File: config.mk
export PLATFORM = sky130hd
export DESIGN_NAME = if_id_buffer_flat
export DESIGN_NICKNAME = d
export VERILOG_FILES = /design/src/rtl/if_id_buffer_if.sv /design/src/rtl/if_id_buffer.sv /design/src/flat_wrapper.sv
export SDC_FILE = /design/constraint.sdc
export NUM_CORES = 1
export LEC_CHECK = 0
export ABC_CLOCK_PERIOD_IN_PS = 15500
export CAP_MARGIN = 20
export CORE_ASPECT_RATIO = 0.8
export CORE_MARGIN = 2
export CORE_UTILIZATION = 50
export DETAILED_ROUTE_END_ITERATION = 8
export DONT_BUFFER_PORTS = 1
export PLACE_DENSITY_LB_ADDON = 0.15
export SETUP_SLACK_MARGIN = 0.05
export SLEW_MARGIN = 5
export SYNTH_ARGS = -nofsm -noshare
export SYNTH_HDL_FRONTEND = slang
export SYNTH_SLANG_ARGS = --single-unit
File: constraint.sdc
create_clock -name clock -period 15.5 [get_ports clock]
set_clock_uncertainty 0.05 [all_clocks]
set_input_delay 0.775 -clock clock [delete_from_list [all_inputs] [get_ports clock]]
set_output_delay 0.775 -clock clock [all_outputs]
set_load 0.03 [all_outputs]
File: src/rtl/if_id_buffer_if.sv
// Fetch/decode handshake bundle for the IF/ID buffer.
// The master side is the fetch stage + decode stage driver; the slave side is the buffer.
interface if_id_buffer_if;
  logic [31:0] instruction_in;
  logic [63:0] PC_in;
  logic [63:0] PC_branch_link_in;
  logic        fetch_valid;
  logic        fetch_ready;
  logic        IFIDWrite;
  logic        flush;
  logic [31:0] instruction_out;
  logic [63:0] PC_out;
  logic [63:0] PC_branch_link_out;
  logic        valid_out;
  logic [1:0]  count;

  modport master (
    output instruction_in, PC_in, PC_branch_link_in, fetch_valid, IFIDWrite, flush,
    input  fetch_ready, instruction_out, PC_out, PC_branch_link_out, valid_out, count
  );

  modport slave (
    input  instruction_in, PC_in, PC_branch_link_in, fetch_valid, IFIDWrite, flush,
    output fetch_ready, instruction_out, PC_out, PC_branch_link_out, valid_out, count
  );
endinterface

File: src/rtl/if_id_buffer.sv
// 2-entry circular IF/ID FIFO between fetch and decode; IFID_BRANCH_LINK_EN stores the link value per entry.
// Latency: one cycle from push to head, no bypass; empty head reads as NOP with zero PCs.
// Backpressure: fetch_ready = not full, from registered count only; flush beats push and pop.
module if_id_buffer (
  input  logic          clock,
  input  logic          reset,
  if_id_buffer_if.slave bus
);

  localparam logic [31:0] NOP_INSTR = 32'hD503201F;

  logic        r_rd_ptr;
  logic        r_wr_ptr;
  logic [1:0]  r_count;
  logic [31:0] r_instr [2];
  logic [63:0] r_pc    [2];
`ifdef IFID_BRANCH_LINK_EN
  logic [63:0] r_link  [2];
`else
  logic [63:0] w_unused_link;
`endif

  logic w_full;
  logic w_empty;
  logic w_push;
  logic w_pop;

  assign w_full  = (r_count == 2'd2);
  assign w_empty = (r_count == 2'd0);
  // A pop in the same cycle never frees a slot for a push when full.
  assign w_push  = bus.fetch_valid && !w_full && !bus.flush;
  assign w_pop   = bus.IFIDWrite && !w_empty && !bus.flush;

  always_ff @(posedge clock) begin
    if (w_push) begin
      r_instr[r_wr_ptr] <= bus.instruction_in;
      r_pc[r_wr_ptr]    <= bus.PC_in;
`ifdef IFID_BRANCH_LINK_EN
      r_link[r_wr_ptr]  <= bus.PC_branch_link_in;
`endif
    end
  end

  always_ff @(posedge clock or negedge reset) begin
    if (!reset) begin
      r_rd_ptr <= 1'b0;
      r_wr_ptr <= 1'b0;
      r_count  <= 2'd0;
    end else if (bus.flush) begin
      r_rd_ptr <= 1'b0;
      r_wr_ptr <= 1'b0;
      r_count  <= 2'd0;
    end else begin
      if (w_push) r_wr_ptr <= ~r_wr_ptr;
      if (w_pop)  r_rd_ptr <= ~r_rd_ptr;
      case ({w_push, w_pop})
        2'b10:   r_count <= r_count + 2'd1;
        2'b01:   r_count <= r_count - 2'd1;
        default: r_count <= r_count;
      endcase
    end
  end

  // Storage is never reset, so the head is masked whenever the buffer is empty.
  assign bus.fetch_ready     = !w_full;
  assign bus.valid_out       = !w_empty;
  assign bus.count           = r_count;
  assign bus.instruction_out = w_empty ? NOP_INSTR : r_instr[r_rd_ptr];
  assign bus.PC_out          = w_empty ? 64'd0 : r_pc[r_rd_ptr];
`ifdef IFID_BRANCH_LINK_EN
  assign bus.PC_branch_link_out = w_empty ? 64'd0 : r_link[r_rd_ptr];
`else
  assign w_unused_link          = bus.PC_branch_link_in;
  assign bus.PC_branch_link_out = w_empty ? 64'd0 : r_pc[r_rd_ptr] + 64'd4;
`endif

endmodule

File: src/flat_wrapper.sv
// flat-port wrapper written by rule: the top's interface ports become plain ports
module if_id_buffer_flat 
  (clock, reset, bus_instruction_in, bus_PC_in, bus_PC_branch_link_in, bus_fetch_valid, bus_IFIDWrite, bus_flush, bus_fetch_ready, bus_instruction_out, bus_PC_out, bus_PC_branch_link_out, bus_valid_out, bus_count);
  if_id_buffer_if bus_i ();
  input  logic clock;
  input  logic reset;
  input wire logic [$bits(bus_i.instruction_in)-1:0] bus_instruction_in;
  input wire logic [$bits(bus_i.PC_in)-1:0] bus_PC_in;
  input wire logic [$bits(bus_i.PC_branch_link_in)-1:0] bus_PC_branch_link_in;
  input wire logic [$bits(bus_i.fetch_valid)-1:0] bus_fetch_valid;
  input wire logic [$bits(bus_i.IFIDWrite)-1:0] bus_IFIDWrite;
  input wire logic [$bits(bus_i.flush)-1:0] bus_flush;
  output wire logic [$bits(bus_i.fetch_ready)-1:0] bus_fetch_ready;
  output wire logic [$bits(bus_i.instruction_out)-1:0] bus_instruction_out;
  output wire logic [$bits(bus_i.PC_out)-1:0] bus_PC_out;
  output wire logic [$bits(bus_i.PC_branch_link_out)-1:0] bus_PC_branch_link_out;
  output wire logic [$bits(bus_i.valid_out)-1:0] bus_valid_out;
  output wire logic [$bits(bus_i.count)-1:0] bus_count;
  assign bus_i.instruction_in = bus_instruction_in;
  assign bus_i.PC_in = bus_PC_in;
  assign bus_i.PC_branch_link_in = bus_PC_branch_link_in;
  assign bus_i.fetch_valid = bus_fetch_valid;
  assign bus_i.IFIDWrite = bus_IFIDWrite;
  assign bus_i.flush = bus_flush;
  assign bus_fetch_ready = bus_i.fetch_ready;
  assign bus_instruction_out = bus_i.instruction_out;
  assign bus_PC_out = bus_i.PC_out;
  assign bus_PC_branch_link_out = bus_i.PC_branch_link_out;
  assign bus_valid_out = bus_i.valid_out;
  assign bus_count = bus_i.count;
  if_id_buffer u_core (.clock(clock), .reset(reset), .bus(bus_i));
endmodule
# Word-level counts from Yosys, hierarchy flattened
# Memories as Yosys holds them, arrays and structs flattened.
# Index checks and enable logic that the tools add are counted.
# W data, S select, Z words.
# op_classes
eq_ne,3
reduce_logical,11
bitwise,2
mux,11
n_addsub,3
# ops
op,count
$mux W64,2
$add A64 B3 Y64 const B,1
$mux W32,1
$mux W1,6
$eq A2 B2 Y1 const B,2
$logic_and A1 B1 Y1,4
$pmux W2 S2,1
$reduce_bool A2 Y1,2
$logic_not A1 Y1,3
$reduce_bool A3 Y1,1
$add A2 B1 Y2 const B,1
$eq A2 B1 Y1 const B,1
$logic_not A2 Y1,1
$mux W2,1
$not A1 Y1,2
$sub A2 B1 Y2 const B,1
# totals
inputBits,165
reg_bits,4
mem_bits_rw,192
n_memories,2
# memory_table
memory,depth,word_bits,read_ports,rd_clocked_by_memory_dff,write_ports,line,text
u_core.r_pc,2,64,1,0,1,if_id_buffer.sv:16,logic [63:0] r_pc [2];
u_core.r_instr,2,32,1,0,1,if_id_buffer.sv:15,logic [31:0] r_instr [2];

# Logic depth before layout (Yosys ltp)
# logic_depth
ltp_word,7
depth_mapped,16
mapped_depth_nobuf,8

# Worst setup path before layout
# Ideal clock, no wire load.
# synth_path
kind,register to register
start,"register u_core.r_count[0], in the netlist u_core.bus.count[0]"
end,memory u_core.r_instr[1][0] (enable)
required_ps,14762
period_less_slack_ps,8871
t_arrival_ps,8133
stages_incl_launch_ff,4
path_buffers,0
slack_ps,6629
cell_sequence,dfrtp_1 > nand2b_1 > nand2_1 > nor3b_1
# synth_via
elab_chain_len,6
# synth_rtl
element,line,text
from (decl),if_id_buffer.sv:14,logic [1:0] r_count;
from (signal assigned),if_id_buffer.sv:57,2'b10: r_count <= r_count + 2'd1;
from (signal assigned),if_id_buffer.sv:58,2'b01: r_count <= r_count - 2'd1;
from (signal assigned),if_id_buffer.sv:59,default: r_count <= r_count;
$eq A2 B2 Y1,if_id_buffer.sv:28,assign w_full = (r_count == 2'd2);
$logic_not A1 Y1,-,
named net bus_fetch_ready,flat_wrapper.sv:13,output wire logic [$bits(bus_i.fetch_ready)-1:0] bus_fetch_ready;
$logic_and A1 B1 Y1 (2 in a row),if_id_buffer.sv:31,assign w_push = bus.fetch_valid && !w_full && !bus.flush;
$mux W1,if_id_buffer.sv:35,if (w_push) begin
$mux W1 (implied by the code),if_id_buffer.sv:36,r_instr[r_wr_ptr] <= bus.instruction_in;
to (decl),if_id_buffer.sv:15,
# The timed path passes the listed nets, and every way through them passes these cells.

# Final worst setup path
# layout_path
start,register u_core.r_rd_ptr
end,output bus_PC_branch_link_out[61]
# layout_via
elab_chain_len,3
# layout_rtl
element,line,text
from (decl),if_id_buffer.sv:12,logic r_rd_ptr;
from (signal assigned),if_id_buffer.sv:55,if (w_pop) r_rd_ptr <= ~r_rd_ptr;
$mem_v2 Z2 W64,-,
$add A64 B3 Y64,if_id_buffer.sv:74,assign bus.PC_branch_link_out = w_empty ? 64'd0 : r_pc[r_rd_ptr] + 64'd4;
$mux W64,if_id_buffer.sv:74,
to (decl),flat_wrapper.sv:16,output wire logic [$bits(bus_i.PC_branch_link_out)-1:0] bus_PC_branch_link_out;
# No other way between the ends.

==> metrics.txt <==
worst relative slew slack=0.2567; predominant post-synthesis flop cell=edfxtp_1; Reg2Reg Depth=4; RSZ-0062 raised after global routing=no; Final #Nets=987; Yosys top cell by area=edfxtp_1; Initial Util=0.5092; r2r endpoint=u_core.r_pc[1][39]$_DFFE_PP_; syn_area_per_cell=12.10 um^2; vias in the first global route=6505; total of max-cap violations=0; starting DRC count in detailed routing=568; final count of hold timing violations=0; Area growth syn-to-layout=8.054%; vias per cell=6.204; Worst Setup SP=u_core.r_rd_ptr$_DFFE_PN0P_; Die Y=130.8 um; Seq. cell area=5869 um^2; Min-Delay Path Class=primary input to flip-flop; WP depth=7; top cell type's share of synthesized area=0.5736; CTS resizes=0; R2R setup slack=12.80 ns; DRC violation count after routing=0; Post-DP HPWL=18590 um; critical path class=flip-flop to primary output; row cnt=46; end point of the critical path=bus_PC_branch_link_out[61]; Max Slew Vio Count=0; CTS tree=done; Final ANT Viol Nets=0; delay of the slowest cell on the worst path=0.94 ns; Final period util=0.3726; GR Overflow Total=0; synthesized area=10050 um^2; Clock Pin Slew Worst Setup and Hold Paths=0.08 ns; largest net degree at the start of global routing=85; Detailed Routing Iterations Pass 1=5; worst-margin pin slew=1.111 ns; Cell Chain, Critical Path=buf_4 -> nand3_1 -> a222oi_1 -> nand3_2 -> nor4_4 -> a31oi_1 -> nor3_1; sequential area share after synthesis=0.5835; Total GRT Usage=0.2368; area of the multi-input gates=3924 um^2; critical path capture point type=primary output; I/O pin count=329; H-tree levels=4; VDD IR max=0.00008367 V; Yosys cell types=56; WL final=25530 um; Port Buffers=0; Pleak=3.515 nW; Clock Tree Buf Depth=2; via count=6837; CP Data Arrival Time=4.95 ns; Syn Inst Count=831; setup_tns=0 ns; final setup fails=0; worst r2r src=u_core.bus.count[0]$_DFFE_PN0P_; fill cell count=1645; Req. time, crit path=14.68 ns; post-synth net total=997; Post-synth EDFFs=192; design area=10860 um^2; Worst path top cell family by delay=simple AND/OR/NAND/NOR gates; Sink Count=196; crit path launch type=flip-flop; Wirelength per Cell=23.17 um; critical path buffer and inverter count=1; die outline width=162.5 um; GPL Wtd Cong=0.9195; status=finished, final reports clean; yosys warns=0; Synth async-reset ratio=0.02041; leading cell types by total area after synthesis=edfxtp_1, mux2i_1, nor2_1, nand3_1, nand3b_1; initial antenna violation count=3; core area=19740 um^2; CP max FO=84; Num CTS Buffers=17; layout cell share with drive strength beyond 1=0.09113; PwrDens=118.1 nW/um^2; Seq cells post-synth=196; clock latency on the worst-skew pair=0.43 ns; DIE AREA=21260 um^2; placed inst area=10220 um^2; Root Driver=clkbuf_16; Peak Freq=0.1731 GHz; first-pass GRT wire length=37790 um; Final min period=5.775 ns; crit path max-delay cell type=dfrtp_4
==> cell usage after synthesis, types with 5 or more instances <==
| master | instances |
|---|---|
| a222oi_1 | 5 |
| nor4_1 | 8 |
| mux2i_1 | 85 |
| and2_1 | 13 |
| xnor2_1 | 12 |
| nand2_1 | 57 |
| o21ai_0 | 10 |
| edfxtp_1 | 192 |
| nor3_1 | 10 |
| nand4_1 | 25 |
| buf_6 | 6 |
| nand4b_1 | 8 |
| nor2_1 | 135 |
| xor2_1 | 28 |
| mux2_2 | 10 |
| clkbuf_1 | 17 |
| a21oi_1 | 21 |
| buf_2 | 14 |
| a22oi_1 | 13 |
| nand3b_1 | 33 |
| nand3_1 | 51 |
| nand2b_1 | 8 |
==> registers in the layout (all words and copies together), names as in the netlist <==
name,cells
u_core.r_pc,128
u_core.bus.count,2
u_core.r_instr,64
u_core.r_rd_ptr,1
u_core.r_wr_ptr,1
==> layer usage <==
layer	up-vias	global-route usage	share of wire
met5	-	0	0.00039
met4	2	0.06819	0.021
met3	47	0.1004	0.12
met2	376	0.3640	0.45
met1	3304	0.3101	0.41
li1	3108	-	-
==> power breakdown <==
group          internal (mW)  total, mW  switching (mW)
clock                  0.223      0.448           0.226
combinational         0.0477      0.209           0.161
sequential             0.607      0.625          0.0184
total                  0.877       1.28           0.405
==> kinds of logic (layout without fill, tap and decap cells) <==
family | count (synthesis) | after routing | synth area share
XOR/XNOR | 40 | 40 | 0.03485
AND/OR/NAND/NOR | 371 | 371 | 0.1933
AO/OA/AOI/OAI | 79 | 79 | 0.05813
buffers and inverters | 45 | 48 | 0.02863
flip-flops | 196 | 196 | 0.5835
other | 0 | 4 | 0
adder cells (fa/ha/maj) | 1 | 1 | 0.001245
multiplexers | 99 | 99 | 0.1003
==> per-stage QoR <==
stage | instances | hold slack, ns | util | power (mW) | setup slack, ns
6_report | 1102 | 0.3511 | 0.5502 | 1.282 | 9.725
5_1_grt | 1098 | 0.3360 | 0.5497 | 1.326 | 9.461
4_1_cts | 1098 | 0.3325 | 0.5497 | 1.291 | 9.799
3_5_place_dp | 1065 | 0.4297 | 0.5179 | 0.8459 | 10.26
3_3_place_gp | 1065 | 0.4297 | 0.5179 | 0.8429 | 10.32
2_1_floorplan | 831 | 0.4294 | - | 0.8205 | 6.629
==> timing repair <==
item                                    CTS  global route
endpoints found under the setup margin    0             0
setup buffers                             0             0
hold buffers                              1             0
hold endpoints to repair                  4             0
==> worst register-to-register path: stages (launching register included) <==
cell and delay, ns:
dfrtp_1 0.70, nand2b_1 0.45, nand2_1 0.21, nor3b_2 0.30, buf_4 0.60
==> cells in the final DEF (no fill, tap or decap), types with 9 or more instances in the layout <==
| cell | netlist | layout |
|---|---|---|
| a21oi_1 | 21 | 21 |
| a22oi_1 | 13 | 13 |
| and2_1 | 13 | 13 |
| buf_4 | 2 | 12 |
| clkbuf_16 | 0 | 17 |
| edfxtp_1 | 192 | 192 |
| mux2_2 | 10 | 10 |
| mux2i_1 | 85 | 85 |
| nand2_1 | 57 | 57 |
| nand3_1 | 51 | 51 |
| nand3b_1 | 33 | 33 |
| nand4_1 | 25 | 25 |
| nor2_1 | 135 | 134 |
| nor3_1 | 10 | 9 |
| o21ai_0 | 10 | 10 |
| xnor2_1 | 12 | 12 |
| xor2_1 | 28 | 28 |
==> area by class of cell <==
class / instances / area share
tap: 264 / 0.03041
clock inverter: 15 / 0.01762
multi-input combinational: 590 / 0.3612
inverter: 3 / 0.001037
clock buffer: 17 / 0.03917
timing repair buffer: 13 / 0.009216
antenna: 4 / 0.0009216
sequential: 196 / 0.5404
==> worst min path at each step <==
stage,startpoint,endpoint,cells after the start
5_1_grt,bus_flush,u_core.bus.count[0]$_DFFE_PN0P_,1
3_5_place_dp,reset,u_core.bus.count[0]$_DFFE_PN0P_,0
6_report,bus_flush,u_core.bus.count[0]$_DFFE_PN0P_,1
4_1_cts,bus_flush,u_core.bus.count[0]$_DFFE_PN0P_,1
2_1_floorplan,reset,u_core.bus.count[0]$_DFFE_PN0P_,0
3_3_place_gp,reset,u_core.bus.count[1]$_DFFE_PN0P_,0
Note: power is estimated with default switching activity, not from simulation.
